`src/rtl/axi_arb_pkg.sv`:
```
// Shared types and helpers for the AXI-Lite weighted round-robin arbiter.
// Latency: n/a (types and a pure function only).
// Backpressure: n/a.
//
// Contents:
//   arb_state_e - arbiter FSM states (IDLE, LOCKED)
//   arb_mode_e  - arbitration policy (ARB_WRR = weighted RR, ARB_FIXED = lowest index)
//   eff_weight  - maps a zero weight to 1 so every requester always gets a turn
package axi_arb_pkg;

  typedef enum logic {
    IDLE   = 1'b0,
    LOCKED = 1'b1
  } arb_state_e;

  typedef enum logic {
    ARB_WRR   = 1'b0,
    ARB_FIXED = 1'b1
  } arb_mode_e;

  // Weights are passed zero-extended to 32 bits; the caller truncates back to
  // its own field width. Never returns 0, so credit reloads are always >= 1.
  function automatic logic [31:0] eff_weight(input logic [31:0] w);
    return (w == 32'd0) ? 32'd1 : w;
  endfunction

endpackage

```
`src/rtl/arb_rot_ffs.sv`:
```
// Rotating find-first-set: first set bit of req_i scanning start_i, start_i+1, ... (mod N).
// Latency: purely combinational.
// Backpressure: n/a (no handshake).
//
// Ports:
//   req_i   [N-1:0]    request vector
//   start_i [ID_W-1:0] index scanned first (included in the scan)
//   found_o            at least one request is set
//   idx_o   [ID_W-1:0] index of the winning request, 0 when none found
module arb_rot_ffs #(
  parameter int N    = 4,
  parameter int ID_W = $clog2(N)
) (
  input  logic [N-1:0]    req_i,
  input  logic [ID_W-1:0] start_i,
  output logic            found_o,
  output logic [ID_W-1:0] idx_o
);

  logic [ID_W-1:0] pos;

  // Scan from the farthest offset back to the start so the closest hit to
  // start_i is the last one written and therefore wins.
  always_comb begin
    found_o = 1'b0;
    idx_o   = '0;
    pos     = '0;
    for (int k = N - 1; k >= 0; k--) begin
      pos = ID_W'((int'(start_i) + k) % N);
      if (req_i[pos]) begin
        found_o = 1'b1;
        idx_o   = pos;
      end
    end
  end

endmodule

```
`src/rtl/axi_wrr_arbiter.sv`:
```
// N-way weighted round-robin / fixed-priority arbiter with grant locking for a shared AXI-Lite slave.
// Latency: req seen at an IDLE edge gives a registered grant after that edge; grant clears one edge after handshake.
// Backpressure: grant is held until handshake_complete; at least one idle cycle separates consecutive grants.
//
// Ports:
//   clk, rst_n          clock, asynchronous active-low reset
//   req[N-1:0]          request vector (AXI VALID per master)
//   weight[N*WEIGHT_W]  per-requester weights, field i = [i*WEIGHT_W +: WEIGHT_W], 0 behaves as 1
//   mode                0 = weighted round-robin, 1 = fixed priority (lowest index)
//   handshake_complete  granted transaction finished this cycle
//   grant[N-1:0]        registered one-hot grant
//   grant_valid         grant != 0
//   grant_id[ID_W-1:0]  index of granted requester, 0 when idle
module axi_wrr_arbiter
  import axi_arb_pkg::*;
#(
  parameter  int N        = 4,
  parameter  int WEIGHT_W = 4,
  localparam int ID_W     = $clog2(N)
) (
  input  logic                  clk,
  input  logic                  rst_n,
  input  logic [N-1:0]          req,
  input  logic [N*WEIGHT_W-1:0] weight,
  input  logic                  mode,
  input  logic                  handshake_complete,
  output logic [N-1:0]          grant,
  output logic                  grant_valid,
  output logic [ID_W-1:0]       grant_id
);

  arb_state_e           state_q, state_d;
  arb_mode_e            mode_q, mode_d;
  logic [ID_W-1:0]      cur_q, cur_d;
  logic [WEIGHT_W-1:0]  cnt_q, cnt_d;
  logic [N-1:0]         grant_q, grant_d;
  logic [ID_W-1:0]      gid_q, gid_d;

  logic [WEIGHT_W-1:0]  eff_w [N];
  logic [ID_W-1:0]      ffs_start;
  logic                 ffs_found;
  logic [ID_W-1:0]      ffs_idx;
  logic [WEIGHT_W-1:0]  used;
  logic [ID_W-1:0]      next_idx;

  always_comb begin
    for (int i = 0; i < N; i++) begin
      eff_w[i] = WEIGHT_W'(eff_weight(32'(weight[i*WEIGHT_W +: WEIGHT_W])));
    end
  end

  // Fixed priority is just a rotating scan that always starts at index 0.
  assign ffs_start = (arb_mode_e'(mode) == ARB_FIXED) ? '0 : cur_q;

  arb_rot_ffs #(
    .N    (N),
    .ID_W (ID_W)
  ) u_ffs (
    .req_i   (req),
    .start_i (ffs_start),
    .found_o (ffs_found),
    .idx_o   (ffs_idx)
  );

  // Credit in use for the current winner: a loaded count only applies while
  // the winner is still the pointer owner; otherwise start from its full weight.
  assign used     = ((gid_q == cur_q) && (cnt_q != '0)) ? cnt_q : eff_w[gid_q];
  assign next_idx = (gid_q == ID_W'(N - 1)) ? '0 : gid_q + ID_W'(1);

  always_comb begin
    state_d = state_q;
    mode_d  = mode_q;
    cur_d   = cur_q;
    cnt_d   = cnt_q;
    grant_d = grant_q;
    gid_d   = gid_q;
    unique case (state_q)
      IDLE: begin
        grant_d = '0;
        gid_d   = '0;
        if (ffs_found) begin
          grant_d          = '0;
          grant_d[ffs_idx] = 1'b1;
          gid_d            = ffs_idx;
          mode_d           = arb_mode_e'(mode);
          state_d          = LOCKED;
        end
      end
      LOCKED: begin
        // Returning to IDLE for a cycle keeps the completing master's stale
        // VALID from winning a second back-to-back transaction.
        if (handshake_complete) begin
          state_d = IDLE;
          grant_d = '0;
          gid_d   = '0;
          if (mode_q == ARB_WRR) begin
            if (used > WEIGHT_W'(1)) begin
              cur_d = gid_q;
              cnt_d = used - WEIGHT_W'(1);
            end else begin
              cur_d = next_idx;
              cnt_d = eff_w[next_idx];
            end
          end
        end
      end
      default: begin
        state_d = IDLE;
        grant_d = '0;
        gid_d   = '0;
      end
    endcase
  end

  always_ff @(posedge clk or negedge rst_n) begin
    if (!rst_n) begin
      state_q <= IDLE;
      mode_q  <= ARB_WRR;
      cur_q   <= '0;
      cnt_q   <= '0;
      grant_q <= '0;
      gid_q   <= '0;
    end else begin
      state_q <= state_d;
      mode_q  <= mode_d;
      cur_q   <= cur_d;
      cnt_q   <= cnt_d;
      grant_q <= grant_d;
      gid_q   <= gid_d;
    end
  end

  assign grant       = grant_q;
  assign grant_valid = |grant_q;
  assign grant_id    = gid_q;

endmodule
```
`config.mk`:
```
export PLATFORM = sky130hd
export DESIGN_NAME = axi_wrr_arbiter
export DESIGN_NICKNAME = d
export VERILOG_FILES = /design/src/rtl/axi_arb_pkg.sv /design/src/rtl/arb_rot_ffs.sv /design/src/rtl/axi_wrr_arbiter.sv
export SDC_FILE = /design/constraint.sdc
export NUM_CORES = 1
export LEC_CHECK = 0
export BUFFER_PORTS_ARGS = -buffer_cell sky130_fd_sc_hd__buf_2
export CAP_MARGIN = 20
export CORE_MARGIN = 10
export CORE_UTILIZATION = 50
export CTS_BUF_LIST = sky130_fd_sc_hd__clkbuf_2
export CTS_CLUSTER_DIAMETER = 80
export DETAILED_ROUTE_END_ITERATION = 10
export GPL_ROUTABILITY_DRIVEN = 0
export PLACE_DENSITY = 0.86
export SYNTH_ARGS = -nofsm -noshare
export SYNTH_HDL_FRONTEND = slang
export SYNTH_HIERARCHICAL = 1
export SYNTH_SLANG_ARGS = --single-unit
```
`constraint.sdc`:
```
create_clock -name clk -period 2.7 [get_ports clk]
set_clock_uncertainty 0.1 [all_clocks]
set_input_delay 0.405 -clock clk [delete_from_list [all_inputs] [get_ports clk]]
set_output_delay 0.405 -clock clk [all_outputs]
set_load 0.01 [all_outputs]
```
After elaboration in Yosys (flattened, before gate mapping)
Cells that the tools add are included.

Flip-flop bits (word level): 14. Output and inout port bits: 7. Word-level logic and storage cells: 79.

$add $sub $neg: 5. Magnitude comparators: 9. Eq/ne operators: 3. Mux-type cells: 42. Bitwise gates (word level): 4. Reductions and logical operators: 10.

Operator list (number): two-way mux 4 bit (12); two-way mux 2 bit (9); binary-select mux 4 bit (select 2 bit) (2); logical NOT 4 bit (4); < comparator 2 x 3 -> 1 bit, second input constant (5); two-way mux 1 bit (11); binary-select mux 1 bit (select 2 bit) (4); one-hot mux 4 bit (2 select lines) (1); >= comparator 3 bit, second input constant (2); NOT 2 -> 3 bit (2); adder 2 x 1 -> 2 bit, second input constant (2); adder 2 bit, second input constant (2); > comparator 4 x 1 -> 1 bit, second input constant (1); one-hot mux 2 bit (2 select lines) (1); nonzero test 4 bit (1); OR reduction 4 bit (1); subtractor 4 x 1 -> 4 bit, second input constant (1); AND reduction 3 bit (1); demux 1 bit (select 2 bit) (1); equality test 2 bit (1); equality test 2 bit, second input constant (1); >= comparator 2 x 1 -> 1 bit, second input constant (1); logical AND 1 bit (2); inequality test 2 bit, second input constant (1); other kinds (3) (4).

Depth between registers and ports, before layout
Gate-level depths: netlist of the first run.

Depth in word-level cells: 14. Depth in mapped cells: 11. Depth with buffers taken out: 10.

Hierarchy
The synthesis of the first run kept the hierarchy.

By module, submodules not included: axi_wrr_arbiter (instances 1, cells each 103, area each 1063.5 um^2); arb_rot_ffs (instances 1, cells each 13, area each 77.6 um^2).

Worst setup path after synthesis of the first run
OpenSTA, ideal clock, no wires.

Kind: reg-to-reg. Start: register gid_q[0] (netlist: grant_id[0]). End: register cnt_q[1]. Setup time: 0.121 ns. Arrival time: 2.271 ns. Required time: 2.479 ns. Setup slack: 0.208 ns. Stages on the path, launching flop included: 10. Buffers on the path: 1. Clock period less this slack: 2.492 ns. Cell sequence: dfrtp_1 > buf_6 > mux4_1 > mux2_2 > inv_1 > ha_1 > nor2_1 > nor3_4 > mux2i_1 > o21ai_1.

Cells in the longest elaborated chain, start to end: 7. Elaborated cells on any way between the ends: 17. Those cells by class: 2 x add/sub; 1 x order compare; 2 x eq/ne; 9 x mux; 2 x bitwise; 1 x reduce/logical.

Ends and longest elaborated chain: start, declared (line axi_wrr_arbiter.sv:37) `logic [ID_W-1:0] gid_q, gid_d;`; start signal, assigned (line axi_wrr_arbiter.sv:129) `gid_q <= gid_d;`; NOT 2 -> 3 bit (not written as such), or another cell as far along (line axi_wrr_arbiter.sv:67) `assign used = ((gid_q == cur_q) && (cnt_q != '0)) ? cnt_q : eff_w[gid_q];`; binary-select mux 4 bit (select 2 bit) or two-way mux 2 bit (tied branches) (line axi_wrr_arbiter.sv:67, axi_wrr_arbiter.sv:68); two-way mux 4 bit (not written as such) or NOT 2 -> 3 bit (tied branches) (line axi_wrr_arbiter.sv:67, axi_wrr_arbiter.sv:102); two-way mux 4 bit (not written as such) or binary-select mux 4 bit (select 2 bit) (tied branches) (line axi_wrr_arbiter.sv:67, axi_wrr_arbiter.sv:102); two-way mux 4 bit (on tied branches) (line axi_wrr_arbiter.sv:67, axi_wrr_arbiter.sv:102); subtractor 4 x 1 -> 4 bit, or another cell as far along (line axi_wrr_arbiter.sv:99) `cnt_d = used - WEIGHT_W'(1);`; two-way mux 4 bit * (line axi_wrr_arbiter.sv:97) `if (used > WEIGHT_W'(1)) begin`; end signal, assigned (line axi_wrr_arbiter.sv:127) `cnt_q <= cnt_d;`; end, declared (line axi_wrr_arbiter.sv:35) `logic [WEIGHT_W-1:0] cnt_q, cnt_d;`.

Mark *: on every way between the ends. The rest lies on a longest branch, timed or not. The select of a mux whose other input is x is not followed. A chain may end at the register's enable or synchronous reset.

Worst setup path in the final report of the first run
Start: register cnt_q[0]. End: register cnt_q[0].

Cells in the longest elaborated chain, start to end: 5. Elaborated cells on any way between the ends: 6. Those cells by class: 1 x add/sub; 1 x order compare; 2 x mux; 2 x reduce/logical.

Ends and longest elaborated chain (line): nonzero test 4 bit (axi_wrr_arbiter.sv:67); logical AND 1 bit (axi_wrr_arbiter.sv:67); two-way mux 4 bit * (axi_wrr_arbiter.sv:67); subtractor 4 x 1 -> 4 bit or > comparator 4 x 1 -> 1 bit (tied branches) (axi_wrr_arbiter.sv:99, axi_wrr_arbiter.sv:97); two-way mux 4 bit * (axi_wrr_arbiter.sv:97).

Mark *: on every way between the ends. The rest lies on a longest branch, timed or not.

==> impl_metrics.toml, run 1 <==
[drt]
vias_per_cell = 6.03
drt_first_pass_iters = 4
avgRoutedWirePerCell_um = 16.8
wl_mm = 2.98
ant_nets = 0
drc_errors = 0
drt-initial-drc-count = 57
via_count = 1067

[die]
io_pins = 31
coreArea_mm2 = 0.00219
die_w_um = 67.8
start_util_pct = 52.1
die_h_um = 67.8
placementRows = 17
dieArea_mm2 = 0.00459

[outcome]
outcome = "finished, final reports clean"

[critical_path]
crit_slowest_cell = "dfrtp_2"
cpPeakStageDelay_ns = 0.47
cp.required_ns = 2.83
crit_top_cell = "nor3_4"
crit_type = "register to register"
cp-start-kind = "register"
endpoint_kind = "register"
worstPathArrival_ns = 2.70
worstPathCellList = "nor4_4, nor3_4, a311oi_1, a22o_1, inv_1, ha_1, nor2_2, nor3_4, or3_2, nand3_1"
critPathMaxFanout = 6

[power]
power-per-cell-area_mw_per_mm2 = 862
ir_drop_mv = 0.453
p_leak_nw = 0.592

[yosys]
syn_area_mm2 = 0.00114
yosysSeqAreaShare_pct = 30.7
synth_nets = 143
synth-main-ff-cell = "dfrtp_1"
yosysWarnings = 6
synthArstFlopShare_pct = 100
postSynthCellCount = 116
synth.avg_cell_area_um2 = 9.84
synth-seq-cells = 14
synth_edf_count = 0
ys_types = 41

[timing]
finalWorstSetupSlack_ns = 0.134
period_share_pct = 95.0
rsz0062_at_grt = "false"
worst_slew_pin_slew_ns = 0.401
final_max_slew_viol_count = 0
period_minus_slack_ns = 2.57
fmax_mhz = 390
setup_violations = 0
hold_violations = 0
slew_headroom_pct = 73.0
finalSetupTns_ns = 0

[flow_run]
cap_violations = 0

[place]
hpwl_mm = 2.47
numPortBuffers = 30
place_ws_ns = 0.0614

[grt]
grt_pass1_wl_mm = 4.95
track_usage_pct = 13.8
first_global_vias = 1096
antenna_found_initial = 0
gr-total-overflow = 0
grt_max_degree = 15

[cts]
cts_setup_buffers = 0
cts_buffers = 3
cts_htree_levels = 1
clkLatencyLatePin_ns = 0.29
path_clk_slew_ns = 0.15
cts_max_path_buffers = 2
cts-root-buf = "clkbuf_2"
cts_tree = "done"
cts_sinks = 14

[layout]
final_common_cell = "buf_2"
fin_nets = 177
final_cell_mix = "30 x buf_2, 17 x nand2_1, 13 x dfrtp_1"
area_delta_synth_final_pct = 17.7
diodes = 0
drive_gt1_share_pct = 34.9

[min_path]
hold_path.class = "input pin to register"
[report_power, final]
part,internal (mW),switching (mW),leakage (nW)
clock,0.0322,0.0722,0.0140
sequential,0.269,0.0725,0.177
combinational,0.334,0.378,0.401
[what timing repair did]
action                                  CTS  global route
resized for setup                         0             3
endpoints found under the hold margin    14             0
hold buffers                              1             0
endpoints found under the setup margin    0             1
[area by class of cell]
class,count,area [um2]
repair buffers,33,175
flip-flops and latches,14,352
multi-input cells,95,751
inverters,3,11.3
clock buffers,3,15.0
well taps,28,35.0
fillers,174,848
clock inverters,1,3.75
[cell usage after synthesis (2+ instances only)]
cell type,n,area (um2)
nor3_4,2,32.5
nand2b_1,3,18.8
mux2_2,2,22.5
buf_6,2,22.5
nor3b_1,2,15.0
o21ai_1,3,15.0
nor2_1,8,30.0
nand2_1,17,63.8
o32ai_1,3,26.3
dfrtp_1,14,350
mux4_1,2,52.6
nor4_1,2,12.5
nor3_1,7,35.0
xor2_1,2,17.5
a21oi_1,2,10.0
ha_1,3,37.5
o22ai_1,4,25.0
mux4_2,4,90.1
nor2b_1,2,12.5
o21ai_0,2,10.0
inv_1,3,11.3
mux2i_1,4,40.0
mux2_4,2,30.0
nand3_1,4,20.0
[through the flow]
| stage | std cells | hold slack, ns | cell area, um2 | total power [mW] | utilization, % |
|---|---|---|---|---|---|
| 6_report | 177 | 0.282 | 1340 | 1.16 | 61.3 |
| 3_3_place_gp | 172 | 0.208 | 1300 | 0.984 | 59.4 |
| 3_5_place_dp | 172 | 0.219 | 1300 | 1.02 | 59.4 |
| 5_1_grt | 177 | 0.279 | 1340 | 1.24 | 61.3 |
| 2_1_floorplan | 116 | 0.00941 | 1140 | 0.864 | - |
| 4_1_cts | 177 | 0.266 | 1330 | 1.12 | 60.7 |
[state kept, by name, indices dropped and copies added (netlist names)]
signal    flops
cnt_q         4
cur_q         2
grant         4
grant_id      2
state_q       1
mode_q        1
[layer usage]
layer / up-vias / part of all wire, % / global-route usage, %
li1: 513 / - / -
met1: 521 / 39 / 14.7
met2: 25 / 55 / 25.1
met3: 8 / 3.8 / 4.46
met4: 0 / 2.0 / 4.02
met5: - / 0 / 0
[cell families (layout without fill, tap and decap cells)]
kind of cell,after synthesis,after routing,share of synthesized area (%)
simple gates,53,53,25.1
compound gates,23,23,14.3
mux,14,14,20.6
flops,14,14,30.7
buf+inv,7,40,4.49
fa+ha+maj,3,3,3.29
xor+xnor,2,2,1.54
[final timing paths]
check	depth (start not counted)	endpoint	startpoint	slack [ns]
worst min register to register	2	cur_q[1]	cur_q[1]	0.46
worst min-delay path	2	grant_id[0]	handshake_complete	0.28
worst max-delay path	10	cnt_q[0]	cnt_q[0]	0.13
worst max register to register	10	cnt_q[0]	cnt_q[0]	0.13
max in group asynchronous	2	cnt_q[0]	rst_n	1.83
min in group asynchronous	2	cnt_q[2]	rst_n	0.42
[worst max-delay path, delay by kind of cell, from the launching register on]
kind                       cells  cell delay (ns)
DFF                            1             0.47
adders and majority gates      1             0.22
AOI/OAI and AO/OA              2             0.45
and+or+nand+nor                6             1.19
buffers and inverters          1             0.07
No activity file was read; power rests on OpenSTA's default activity.
==> run 2, diff against run 1 <==
--- a/config.mk
+++ b/config.mk
@@ -7,6 +7,7 @@
 export LEC_CHECK = 0
 export BUFFER_PORTS_ARGS = -buffer_cell sky130_fd_sc_hd__buf_2
 export CAP_MARGIN = 20
+export CORE_ASPECT_RATIO = 1.75
 export CORE_MARGIN = 10
 export CORE_UTILIZATION = 50
 export CTS_BUF_LIST = sky130_fd_sc_hd__clkbuf_2
==> impl_metrics.toml, run 2 (same netlist as run 1, synthesis figures left out) <==
[timing]
hold_violations = 0
setup_violations = 0
worst_slew_pin_slew_ns = 0.419
rsz0062_at_grt = "false"
finalSetupTns_ns = 0
period_minus_slack_ns = 2.55
fmax_mhz = 392
final_max_slew_viol_count = 0
slew_headroom_pct = 71.7
period_share_pct = 94.6

[outcome]
outcome = "finished, final reports clean"

[place]
place_area_mm2 = 0.00130
hpwl_mm = 2.48
dp.cells = 168
numPortBuffers = 30

[cts]
cts_htree_levels = 1
cts_buffers = 3
cts_tree = "done"
cts_max_path_buffers = 2
cts_sinks = 14
path_clk_slew_ns = 0.14
cts-root-buf = "clkbuf_2"
clkLatencyLatePin_ns = 0.28

[grt]
grt_max_degree = 15
track_usage_pct = 12.8
first_global_vias = 1178
grt_pass1_wl_mm = 5.18
gr-total-overflow = 0
antenna_found_initial = 0

[die]
io_pins = 31
die_h_um = 83.2
dieArea_mm2 = 0.00467
placementRows = 22
coreArea_mm2 = 0.00215
die_w_um = 56.1
start_util_pct = 53.1

[power]
total_power_mw = 1.20
clock_power_share_pct = 8.3
p_leak_nw = 0.607
power-per-cell-area_mw_per_mm2 = 886
p_seq_share_pct = 27.6
p_int_mw = 0.678
combPwrFrac_pct = 64.1
sw_frac_of_total_pct = 43.7
power.switching_mw = 0.526
ir_drop_mv = 0.431

[drt]
wl_mm = 3.02
avgRoutedWirePerCell_um = 17.1
drt_first_pass_iters = 4
ant_nets = 0
drc_errors = 0
drt-initial-drc-count = 27
vias_per_cell = 6.11
via_count = 1075

[layout]
fin_area_mm2 = 0.00136
finalNonFillerCells = 176
area_delta_synth_final_pct = 19.1
fin_nets = 180
final_common_cell = "buf_2"
drive_gt1_share_pct = 35.5
diodes = 0
fin_util_pct = 63.3
final_cell_mix = "30 x buf_2, 17 x nand2_1, 14 x dfrtp_1"

[critical_path]
worstPathArrival_ns = 2.64
critPathMaxFanout = 6
endpoint_kind = "register"
cp-start-kind = "register"
crit_type = "register to register"
cp.required_ns = 2.79

[min_path]
hold_path.class = "input pin to register"

[flow_run]
cap_violations = 0
run 2: cell count changes in the layout (fill, tap and decap cells not counted):
| cell | previous run | this run |
|---|---|---|
| dfrtp_1 | 13 | 14 |
| dfrtp_2 | 1 | 0 |
| buf_4 | 2 | 5 |
run 2: worst paths after layout:
| check | from | to | slack, ns | cells past startpoint |
|---|---|---|---|---|
| max | grant_id[0] | cnt_q[1] | 0.15 | 8 |
| min | handshake_complete | grant_id[1] | 0.28 | 2 |
| max reg2reg | grant_id[0] | cnt_q[1] | 0.15 | 8 |
| min reg2reg | mode_q | mode_q | 0.45 | 1 |
| max in group asynchronous | rst_n | mode_q | 1.83 | 2 |
| min in group asynchronous | rst_n | grant_id[1] | 0.42 | 2 |
run 2: cell type report:
| class | count | area, um2 |
|---|---|---|
| clock buffer | 3 | 15.0 |
| clock inverter | 1 | 3.75 |
| fill | 187 | 788 |
| inverter | 3 | 11.3 |
| multi-input combinational | 95 | 751 |
| sequential | 14 | 350 |
| tap | 24 | 30.0 |
| timing repair buffer | 36 | 198 |
run 2: critical path: stages, from the launching register on:
cell     delay, ns
dfrtp_1       0.46
mux4_1        0.58
mux2_2        0.29
inv_1         0.08
ha_1          0.20
nor2_2        0.07
nor3_4        0.30
mux2i_1       0.28
o21ai_1       0.09
run 2: what timing repair did:
| item | 4_1_cts | 5_1_grt |
|---|---|---|
| gates resized for setup | 0 | 2 |
| endpoints found under the hold margin | 14 | 0 |
| endpoints found under the setup margin | 0 | 4 |
| hold buffers | 1 | 0 |
| setup buffers | 0 | 3 |
run 2: per-stage QoR:
step / hold WS (ns) / worst slack, ns
CTS: 0.270 / 0.0708
floorplan: 0.00941 / 0.208
detailed placement: 0.214 / 0.117
global route: 0.269 / 0.00979
global placement: 0.209 / 0.205
finish: 0.281 / 0.147
run 2: power groups by stage:
stage / Combinational (mW) / Sequential, mW / Clock (mW)
2_1_floorplan: 0.544 / 0.320 / 0
4_1_cts: 0.699 / 0.325 / 0.102
3_5_place_dp: 0.694 / 0.329 / 0
6_report: 0.771 / 0.332 / 0.100
3_3_place_gp: 0.655 / 0.328 / 0
5_1_grt: 0.855 / 0.342 / 0.113
run 2: metal layers:
layer	GRT usage [%]	part of all wire, %	vias to the layer above
met4	4.81	2.0	0
met5	0	0	-
met3	2.74	2.6	8
li1	-	-	515
met1	13.7	38	526
met2	23.1	58	26
